==> config.mk <==
export PLATFORM = sky130hd
export DESIGN_NAME = gpio_cfg_serializer_flat
export DESIGN_NICKNAME = d
export VERILOG_FILES = /design/src/rtl/gpio_cfg_serializer_if.sv /design/src/rtl/gpio_cfg_serializer.sv /design/src/flat_wrapper.sv
export SDC_FILE = /design/constraint.sdc
export NUM_CORES = 1
export LEC_CHECK = 0
export BUFFER_PORTS_ARGS = -buffer_cell sky130_fd_sc_hd__buf_2
export CORE_MARGIN = 3
export CORE_UTILIZATION = 36
export DETAILED_ROUTE_END_ITERATION = 10
export PLACE_DENSITY = 0.52
export SLEW_MARGIN = 0
export SYNTH_ARGS = -nofsm -noshare
export SYNTH_HDL_FRONTEND = slang
export SYNTH_SLANG_ARGS = --single-unit
==> constraint.sdc <==
create_clock -name clk -period 5 [get_ports clk]
set_input_delay 1 -clock clk [delete_from_list [all_inputs] [get_ports clk]]
set_output_delay 1 -clock clk [all_outputs]
set_load 0.005 [all_outputs]
==> src/rtl/gpio_cfg_serializer_if.sv <==
// rtl/gpio_cfg_serializer_if.sv - request/status/bus bundle for the GPIO configuration serializer
interface gpio_cfg_serializer_if #(
    parameter int GPIO_BUS_WIDTH = 16,
    parameter int DATA_WIDTH     = 256,
    parameter int DIV_WIDTH      = 8
);
    localparam int NW = $clog2(DATA_WIDTH) + 1;

    logic                      start;
    logic [7:0]                sel;
    logic [NW-1:0]             nbits;
    logic [DATA_WIDTH-1:0]     data;
    logic [DIV_WIDTH-1:0]      div;
    logic                      abort;
    logic                      ready;
    logic                      done;
    logic                      err;
    logic [GPIO_BUS_WIDTH-1:0] gpio_out;

    modport master (
        output start, sel, nbits, data, div, abort,
        input  ready, done, err, gpio_out
    );

    modport slave (
        input  start, sel, nbits, data, div, abort,
        output ready, done, err, gpio_out
    );
endinterface

==> src/rtl/gpio_cfg_serializer.sv <==
// rtl/gpio_cfg_serializer.sv - MSB-first word serializer driving sdata and a selected strobe on the GPIO bus
module gpio_cfg_serializer #(
    parameter int GPIO_BUS_WIDTH = 16,
    parameter int DATA_WIDTH     = 256,
    parameter int DIV_WIDTH      = 8
) (
    input  logic                  clk,
    input  logic                  rstn,
    gpio_cfg_serializer_if.slave  bus
);
    localparam int CW = $clog2(DATA_WIDTH);
    localparam int NW = CW + 1;
    localparam logic [NW-1:0] MAX_NBITS = NW'(DATA_WIDTH);

    typedef enum logic [1:0] {
        IDLE,
        SETUP,
        HIGH,
        DONE
    } state_t;

    state_t                    state, state_n;
    logic [DATA_WIDTH-1:0]     data_q, data_n;
    logic [7:0]                sel_q, sel_n;
    logic [DIV_WIDTH-1:0]      d_q, d_n;
    logic [DIV_WIDTH-1:0]      phase_q, phase_n;
    logic [CW-1:0]             bit_q, bit_n;
    logic [GPIO_BUS_WIDTH-1:0] gpio_n;
    logic [GPIO_BUS_WIDTH-1:0] strobe_mask;
    logic                      err_n;
    logic                      sel_ok;
    logic                      nbits_ok;
    logic [DIV_WIDTH-1:0]      div_eff;

    // Request qualification: only real shift-register clock lines may be targeted,
    // never sdata, pl_rst or the trigger line.
    always_comb begin
        sel_ok = 1'b0;
        case (bus.sel)
            8'd1, 8'd2, 8'd3, 8'd4, 8'd7, 8'd8,
            8'd9, 8'd10, 8'd11, 8'd12: sel_ok = 1'b1;
            default:                  sel_ok = 1'b0;
        endcase
    end

    assign nbits_ok    = (bus.nbits != '0) && (bus.nbits <= MAX_NBITS);
    assign div_eff     = (bus.div == '0) ? DIV_WIDTH'(1) : bus.div;
    assign strobe_mask = GPIO_BUS_WIDTH'(1) << sel_q;

    // Next-state and next-output logic; outputs are computed for the coming state
    // so that the bus registers show the new phase in the first cycle of it.
    always_comb begin
        state_n = state;
        data_n  = data_q;
        sel_n   = sel_q;
        d_n     = d_q;
        phase_n = phase_q;
        bit_n   = bit_q;
        gpio_n  = '0;
        err_n   = 1'b0;

        case (state)
            IDLE: begin
                if (bus.start) begin
                    if (sel_ok && nbits_ok) begin
                        state_n   = SETUP;
                        data_n    = bus.data;
                        sel_n     = bus.sel;
                        d_n       = div_eff;
                        phase_n   = div_eff - 1'b1;
                        bit_n     = CW'(bus.nbits - NW'(1));
                        gpio_n[0] = bus.data[bit_n];
                    end else begin
                        err_n = 1'b1;
                    end
                end
            end

            SETUP: begin
                if (bus.abort) begin
                    state_n = IDLE;
                end else if (phase_q == '0) begin
                    state_n   = HIGH;
                    phase_n   = d_q - 1'b1;
                    gpio_n[0] = data_q[bit_q];
                    gpio_n    = gpio_n | strobe_mask;
                end else begin
                    phase_n   = phase_q - 1'b1;
                    gpio_n[0] = data_q[bit_q];
                end
            end

            HIGH: begin
                if (bus.abort) begin
                    state_n = IDLE;
                end else if (phase_q == '0) begin
                    if (bit_q == '0) begin
                        state_n = DONE;
                    end else begin
                        state_n   = SETUP;
                        bit_n     = bit_q - 1'b1;
                        phase_n   = d_q - 1'b1;
                        gpio_n[0] = data_q[bit_n];
                    end
                end else begin
                    phase_n   = phase_q - 1'b1;
                    gpio_n[0] = data_q[bit_q];
                    gpio_n    = gpio_n | strobe_mask;
                end
            end

            DONE: begin
                state_n = IDLE;
            end

            default: begin
                state_n = IDLE;
            end
        endcase
    end

    // State register.
    always_ff @(posedge clk or negedge rstn) begin
        if (!rstn) begin
            state <= IDLE;
        end else begin
            state <= state_n;
        end
    end

    // Latched request and bit/phase counters.
    always_ff @(posedge clk or negedge rstn) begin
        if (!rstn) begin
            data_q  <= '0;
            sel_q   <= '0;
            d_q     <= '0;
            phase_q <= '0;
            bit_q   <= '0;
        end else begin
            data_q  <= data_n;
            sel_q   <= sel_n;
            d_q     <= d_n;
            phase_q <= phase_n;
            bit_q   <= bit_n;
        end
    end

    // Registered status and bus outputs.
    always_ff @(posedge clk or negedge rstn) begin
        if (!rstn) begin
            bus.ready    <= 1'b1;
            bus.done     <= 1'b0;
            bus.err      <= 1'b0;
            bus.gpio_out <= '0;
        end else begin
            bus.ready    <= (state_n == IDLE);
            bus.done     <= (state_n == DONE);
            bus.err      <= err_n;
            bus.gpio_out <= gpio_n;
        end
    end
endmodule

==> src/flat_wrapper.sv <==
// flat-port wrapper written by rule: the top's interface ports become plain ports
module gpio_cfg_serializer_flat 
#(
    parameter int GPIO_BUS_WIDTH = 16,
    parameter int DATA_WIDTH     = 256,
    parameter int DIV_WIDTH      = 8
)
  (clk, rstn, bus_start, bus_sel, bus_nbits, bus_data, bus_div, bus_abort, bus_ready, bus_done, bus_err, bus_gpio_out);
  gpio_cfg_serializer_if #(.GPIO_BUS_WIDTH(GPIO_BUS_WIDTH), .DATA_WIDTH(DATA_WIDTH), .DIV_WIDTH(DIV_WIDTH)) bus_i ();
  input  logic clk;
  input  logic rstn;
  input wire logic [$bits(bus_i.start)-1:0] bus_start;
  input wire logic [$bits(bus_i.sel)-1:0] bus_sel;
  input wire logic [$bits(bus_i.nbits)-1:0] bus_nbits;
  input wire logic [$bits(bus_i.data)-1:0] bus_data;
  input wire logic [$bits(bus_i.div)-1:0] bus_div;
  input wire logic [$bits(bus_i.abort)-1:0] bus_abort;
  output wire logic [$bits(bus_i.ready)-1:0] bus_ready;
  output wire logic [$bits(bus_i.done)-1:0] bus_done;
  output wire logic [$bits(bus_i.err)-1:0] bus_err;
  output wire logic [$bits(bus_i.gpio_out)-1:0] bus_gpio_out;
  assign bus_i.start = bus_start;
  assign bus_i.sel = bus_sel;
  assign bus_i.nbits = bus_nbits;
  assign bus_i.data = bus_data;
  assign bus_i.div = bus_div;
  assign bus_i.abort = bus_abort;
  assign bus_ready = bus_i.ready;
  assign bus_done = bus_i.done;
  assign bus_err = bus_i.err;
  assign bus_gpio_out = bus_i.gpio_out;
  gpio_cfg_serializer #(.GPIO_BUS_WIDTH(GPIO_BUS_WIDTH), .DATA_WIDTH(DATA_WIDTH), .DIV_WIDTH(DIV_WIDTH)) u_core (.clk(clk), .rstn(rstn), .bus(bus_i));
endmodule
==> summary.txt, run 1 <==
Most common cell after layout, fill and taps aside: mux2_2
Seq cells post-synth: 309
Final min period: 3890 ps
Clock skew: 28.0 ps
Clock-pin slew on the worst setup and hold paths: 60 ps
Antenna violations before repair: 1
WP data arrival: 4320 ps
Vias post-DR: 14804
TritonCTS Sinks: 309
Largest fanout on the critical path: 30
Post-synthesis compound-gate area fraction: 0.0611
Total GRT Usage: 0.238
Syn_area_per_cell: 12.7 µm²
RSZ-0062 raised after global routing: false
Power Density: 530 nW/µm²
Post-synthesis sequential area ratio: 0.405
Commonest non-fill, non-tap cells in the layout: 340 x mux2_2, 306 x dfrtp_1, 302 x buf_2
CTS Hold Buffers Added: 0
Layout cells sized above 1: 0.483
Num CTS Buffers: 39
Slew headroom: 0.328
CTS resizes: 0
Dpl hpwl: 49100 µm
Multiplexer share of the synthesized area: 0.407
Post-route ant nets: 0
CP Launch Type: flop
CP Launch Point: u_core.bit_q[0]$_DFFE_PN0P_
Cell Chain, Critical Path: inv_1 -> ha_1 -> xnor2_2 -> nand2_1 -> buf_4 -> o22ai_1 -> o21ai_0 -> nand4_1 -> a41oi_1 -> nor4_1 -> o41ai_1
Final setup fails: 0
Root Buffer Master: clkbuf_16
Top Family by Delay on Critical Path: simple AND/OR/NAND/NOR gates
Initial drt markers: 1140
First-pass GRT wire length: 101000 µm
Final Power: 12.0 mW
Post-Synth Adder-Cell Area: 0.00589
Top post-synthesis cells by area: dfrtp_1 40%, mux2_2 20%, mux4_2 13%
Max-Cap Viols: 0
FF-to-FF setup slack: 1110 ps
Clock Latency Late Sink: 580 ps
IO Count: 304
FF-to-FF End: u_core.bus.gpio_out[0]$_DFF_PN0_
Leak: 10.5 nW
CTS tree: built
Simple-Gate Fraction of Synth Area: 0.0761
Mapped Area: 19100 µm²
Worst-Margin Slew: 1010 ps
Vias in the first global route: 15461
Outcome: finished clean
Post-synth top area share: 0.403
Core Footprint: 51900 µm²
Die area: 55900 µm²
CTS H-Tree Depth: 2
Number of enable flip-flop cells after synthesis: 0
FP Rows: 83
Setup crit end: u_core.bus.gpio_out[0]$_DFF_PN0_
DRT Pass-1 Iters: 5
Routed wire per std cell: 27.2 µm
Fin crit share: 0.777
Die Span Y: 236 µm
Total Wirelength: 67800 µm
Max Slew Vio Count: 0
Final Hold Vio Count: 0
Area growth, synth to finish: 18.7%
DRC: 0
Number of unique standard cell types used by synthesis: 72
CP Capture Type: flop
Die width: 236 µm
Post-CTS Setup Bufs: 0
Initial Util: 0.368
Final RePlAce weighted congestion: 0.878
Max stage delay on crit path: 780 ps
Setup_tns: 0 ps
Critical path's slowest cell: dfrtp_4
Setup CP Type: flop to flop
Ant diodes: 0
Clk buf depth: 3
Main synth FF type: dfrtp_1
CP bufs+invs: 2
Mapped Cells: 1507
Min-Delay Path Class: flop to flop
Post-synth top area cell: dfrtp_1
Fin nets: 2076
Overflow after GRT: 0
Vias per inst: 5.94
Largest net degree at the start of global routing: 116
Number of cells on the worst reg-to-reg path: 11
Critical path depth in cells: 11
Max Clk Rate: 257 MHz
Main combinational cell family by area after synthesis: multiplexers
Max rail drop VDD: 388 µV
CP required: 5430 ps
Syn Nets: 1801
YS warnings: 0
Xor-xnor portion of the synthesized cell area: 0.0111
Worst r2r src: u_core.bit_q[0]$_DFFE_PN0P_
Post-synth ARST share: 1.00
Input/output buffers: 303
-- cells by family after synthesis --
family          after synthesis
buf+inv                     131
flops                       309
fa+ha+maj                     9
compound gates              177
mux                         557
simple gates                302
xor+xnor                     22
-- synthesized netlist by cell type, drive strengths merged, types with 4 or more instances --
library cell	count
a211oi	6
a21o	4
a21oi	25
a22oi	15
a31oi	5
a32oi	6
a41oi	6
and2	4
buf	71
clkbuf	43
dfrtp	308
ha	9
inv	16
mux2	340
mux2i	83
mux4	134
nand2	97
nand2b	5
nand3	74
nand4	18
nand4b	4
nor2	46
nor2b	7
nor3	20
nor4	9
o21ai	42
o22ai	37
o32ai	5
xnor2	12
xor2	10
-- per-layer routing --
layer / up-vias / wire, µm / global-route usage
met4: 2 / 1170 / 0.0533
met3: 74 / 4100 / 0.0409
li1: 6386 / - / -
met2: 551 / 32600 / 0.390
met1: 7791 / 29800 / 0.330
met5: - / 13 / 0
-- state kept, by name, summed over array words and instances (netlist names) --
name	count
u_core.data_q	256
u_core.bus.gpio_out	16
u_core.bit_q	8
u_core.d_q	8
u_core.phase_q	8
u_core.sel_q	8
u_core.state	2
u_core.bus.done	1
u_core.bus.err	1
u_core.bus.ready	1
-- worst min path at each step --
stage,start,to,cells past startpoint
after floorplan,u_core.phase_q[2]$_DFFE_PN0P_,u_core.phase_q[2]$_DFFE_PN0P_,2
after global placement,u_core.d_q[6]$_DFFE_PN0P_,u_core.d_q[6]$_DFFE_PN0P_,1
after detailed placement,u_core.d_q[4]$_DFFE_PN0P_,u_core.d_q[4]$_DFFE_PN0P_,1
after CTS,u_core.phase_q[2]$_DFFE_PN0P_,u_core.phase_q[2]$_DFFE_PN0P_,2
after global routing,u_core.d_q[3]$_DFFE_PN0P_,u_core.d_q[3]$_DFFE_PN0P_,1
final,u_core.phase_q[2]$_DFFE_PN0P_,u_core.phase_q[2]$_DFFE_PN0P_,2
-- area by class of cell --
type / instances / area [µm²]
well taps: 680 / 851
clock buffers: 60 / 1160
inverters: 17 / 63.8
multi-input cells: 1067 / 10800
flip-flops and latches: 309 / 7740
clock inverters: 10 / 144
fillers: 4886 / 29200
repair buffers: 348 / 1960
-- report_power, final --
part	switching (mW)	total [mW]	internal, mW
clock	1.16	2.91	1.75
combinational	3.10	5.60	2.50
sequential	0.533	3.52	2.99
-- metrics by stage --
| step | setup WS, ps | std cells | util | hold slack [ps] | cell area [µm²] |
|---|---|---|---|---|---|
| after floorplan | 562 | 1507 | - | 472 | 19100 |
| after global placement | 973 | 2421 | 0.412 | 490 | 21400 |
| after detailed placement | 871 | 2421 | 0.412 | 504 | 21400 |
| after CTS | 1150 | 2491 | 0.437 | 518 | 22700 |
| after global routing | 944 | 2491 | 0.437 | 541 | 22700 |
| final | 1110 | 2491 | 0.437 | 511 | 22700 |
-- tightest hold or removal path, delay by kind of cell (launching register included) --
family	cells	cell delay [ps]
AO/OA/AOI/OAI	1	60
flip-flops	1	370
AND/OR/NAND/NOR	1	50
Note: power is estimated with default switching activity, not from simulation.
==> run 2: changes to the inputs <==
==> constraint.sdc (replaced) <==
create_clock -name clk -period 3.6 [get_ports clk]
set_input_delay 0.72 -clock clk [delete_from_list [all_inputs] [get_ports clk]]
set_output_delay 0.72 -clock clk [all_outputs]
set_load 0.005 [all_outputs]
==> run 2 against run 1 <==
Compared with the run above:
- sequential share of layout area down 1.1 points
- first-iteration DRC count up 8.8%
- routed wire length is 1.2% higher
- largest power group unchanged
- clock-buffer cell count decreased by 3
- via count grew 1.3%
- final cell count increased by 2.4%
- highest routed layer is now met4
- core utilization increased by 1.4 points
- critical endpoint unchanged
- clock power up 43%
- non-clock buffer count increased by 56
- combinational power rose by 52%
==> summary.txt, run 2 (same netlist as run 1, synthesis figures left out) <==
Outcome: finished clean (unchanged)
Initial drt markers: 1240 (was 1140)
First-pass GRT wire length: 101000 µm (about the same)
Root Buffer Master: clkbuf_16 (unchanged)
Max Clk Rate: 291 MHz (was 257 MHz)
Largest net degree at the start of global routing: 111 (was 116)
IO Count: 304 (unchanged)
Place WS: 29.9 ps (was 871 ps)
Max-Cap Viols: 0 (unchanged)
Final RePlAce weighted congestion: 0.872 (was 0.878)
Finished Core Util: 0.451 (was 0.437)
GR Util met3: 0.0426 (was 0.0409)
CP Launch Type: flop (unchanged)
Fin nets: 2132 (was 2076)
Fin crit share: 0.956 (was 0.777)
Clock Latency Late Sink: 570 ps (was 580 ps)
Slew headroom: 0.368 (was 0.328)
Register name with the most flops: u_core.data_q (unchanged)
Input/output buffers: 303 (unchanged)
Setup_tns: 0 ps (unchanged)
FF-to-FF setup slack: 160 ps (was 1110 ps)
FF-to-FF End: u_core.bus.gpio_out[0]$_DFF_PN0_ (unchanged)
Final Non-Filler Cells: 2551 (was 2491)
Routed wire per std cell: 26.9 µm (was 27.2 µm)
GR Util met2: 0.378 (was 0.390)
Total GRT Usage: 0.241 (was 0.238)
Largest fanout on the critical path: 17 (was 30)
Worst-Margin Slew: 949 ps (was 1010 ps)
Area growth, synth to finish: 22.5% (was 18.7%)
Vias in the first global route: 15531 (was 15461)
Vias per inst: 5.88 (was 5.94)
Layout cells sized above 1: 0.499 (was 0.483)
Clk buf depth: 3 (unchanged)
Met1 usage: 0.339 (was 0.330)
Biggest regs: u_core.data_q: 256 flops, u_core.bus.gpio_out: 16 flops (unchanged)
Busiest layer in global routing: met2 (unchanged)
Most common cell after layout, fill and taps aside: mux2_2 (unchanged)
Total Wirelength: 68500 µm (was 67800 µm)
WP data arrival: 3870 ps (was 4320 ps)
CTS H-Tree Depth: 2 (unchanged)
Post-CTS Setup Bufs: 0 (unchanged)
Setup crit end: u_core.bus.gpio_out[0]$_DFF_PN0_ (unchanged)
Final Hold Vio Count: 0 (unchanged)
Vias post-DR: 14991 (was 14804)
Die width: 236 µm (unchanged)
Final worst slack: 158 ps (was 1110 ps)
CP required: 4030 ps (was 5430 ps)
Die area: 55900 µm² (unchanged)
Worst r2r src: u_core.bit_q[0]$_DFFE_PN0P_ (unchanged)
FP Rows: 83 (unchanged)
Final Power: 17.5 mW (was 12.0 mW)
CP Capture Type: flop (unchanged)
Num CTS Buffers: 39 (unchanged)
Clock-pin slew on the worst setup and hold paths: 70 ps (was 60 ps)
TritonCTS Sinks: 309 (unchanged)
Commonest non-fill, non-tap cells in the layout: 340 x mux2_2, 306 x dfrtp_1, 302 x buf_2 (unchanged)
Max rail drop VDD: 572 µV (was 388 µV)
Cell Chain, Critical Path: inv_1 -> ha_1 -> xor2_4 -> nand2_1 -> buf_4 -> o22ai_1 -> o21ai_0 -> nand4_1 -> a41oi_1 -> nor4_1 -> o41ai_1 (was inv_1 -> ha_1 -> xnor2_2 -> nand2_1 -> buf_4 -> o22ai_1 -> o21ai_0 -> nand4_1 -> a41oi_1 -> nor4_1 -> o41ai_1)
Antenna violations before repair: 3 (was 1)
Number of cells on the worst reg-to-reg path: 11 (unchanged)
DRT Pass-1 Iters: 7 (was 5)
DRC: 0 (unchanged)
Dpl cells: 2477 (was 2421)
Power Density: 747 nW/µm² (was 530 nW/µm²)
Die Span Y: 236 µm (unchanged)
Dpl hpwl: 50500 µm (was 49100 µm)
Core Footprint: 51900 µm² (unchanged)
Max stage delay on crit path: 630 ps (was 780 ps)
Final min period: 3440 ps (was 3890 ps)
Clock skew: 19.3 ps (was 28.0 ps)
CTS tree: built (unchanged)
Leak: 10.8 nW (was 10.5 nW)
Setup CP Type: flop to flop (unchanged)
Post-route ant nets: 0 (unchanged)
Min-Delay Path Class: primary input to async pin (was flop to flop)
Max Slew Vio Count: 0 (unchanged)
Fillcell total: 4777 (was 4886)
Critical path's slowest cell: dfrtp_4 (unchanged)
RSZ-0062 raised after global routing: false (unchanged)
Initial Util: 0.368 (unchanged)
Final setup fails: 0 (unchanged)
Max FFs per register: 256 (unchanged)
Overflow after GRT: 0 (unchanged)
CP Launch Point: u_core.bit_q[0]$_DFFE_PN0P_ (unchanged)
==> run 2: cell types whose count changed in the layout (fill, tap and decap cells not counted), sizes merged <==
cell	before	now
buf	348	404
clkinvlp	0	3
bufinv	3	4
diode	0	4
clkbuf	60	57
clkinv	7	5
inv	17	18
==> run 2: worst max-delay path, delay by kind of cell, from the launching register on <==
family	cells	cell delay [ps]
and+or+nand+nor	3	730
DFF	1	630
xor gates and xnor gates	1	350
buffers and inverters	2	450
AOI/OAI and AO/OA	4	760
adders and majority gates	1	390
==> run 2: where the power goes <==
part	leakage (nW)	switching [mW]	internal [mW]	total, mW
registers	4.15	0.657	4.15	4.81
clock network	0.655	1.63	2.53	4.16
logic	6.03	4.58	3.95	8.53
==> run 2: worst min path at each step <==
stage / from / endpoint / slack, ps / depth (start not counted)
6_report: rstn / u_core.data_q[243]$_DFFE_PN0P_ / 250 / 1
5_1_grt: rstn / u_core.data_q[242]$_DFFE_PN0P_ / 330 / 1
4_1_cts: rstn / u_core.bus.gpio_out[5]$_DFF_PN0_ / 290 / 1
3_5_place_dp: u_core.d_q[6]$_DFFE_PN0P_ / u_core.d_q[6]$_DFFE_PN0P_ / 500 / 1
3_3_place_gp: u_core.d_q[7]$_DFFE_PN0P_ / u_core.d_q[7]$_DFFE_PN0P_ / 490 / 1
2_1_floorplan: rstn / u_core.bit_q[0]$_DFFE_PN0P_ / 420 / 0
==> run 2: repair_timing <==
| item | 4_1_cts | 5_1_grt |
|---|---|---|
| endpoints found under the setup margin | 0 | 1 |
| gates resized for setup | 0 | 1 |
| hold endpoints to repair | 0 | 0 |
| hold buffers | 0 | 0 |
==> run 2: stage by stage <==
| stage | hold WS (ps) | cell area [µm²] |
|---|---|---|
| after floorplan | 424 | 19200 |
| after CTS | 289 | 23400 |
| after global routing | 326 | 23400 |
| after global placement | 490 | 22100 |
| after detailed placement | 498 | 22100 |
| final | 250 | 23400 |
==> run 2: cell type report <==
class / instances / area [µm²] / share of cell area
inverters: 17 / 63.8 / 0.00272
flip-flops and latches: 309 / 7740 / 0.330
repair buffers: 404 / 2640 / 0.112
well taps: 680 / 851 / 0.0363
diodes: 4 / 10.0 / 0.000427
clock buffers: 57 / 1160 / 0.0494
clock inverters: 13 / 194 / 0.00828
multi-input cells: 1067 / 10800 / 0.460
==> run 2: per-layer routing <==
metal | wire length (µm) | share of wire | vias up
li1 | - | - | 6516
met4 | 1910 | 0.028 | 0
met1 | 30100 | 0.44 | 7741
met5 | 0 | 0 | -
met3 | 4560 | 0.066 | 104
met2 | 31900 | 0.47 | 630
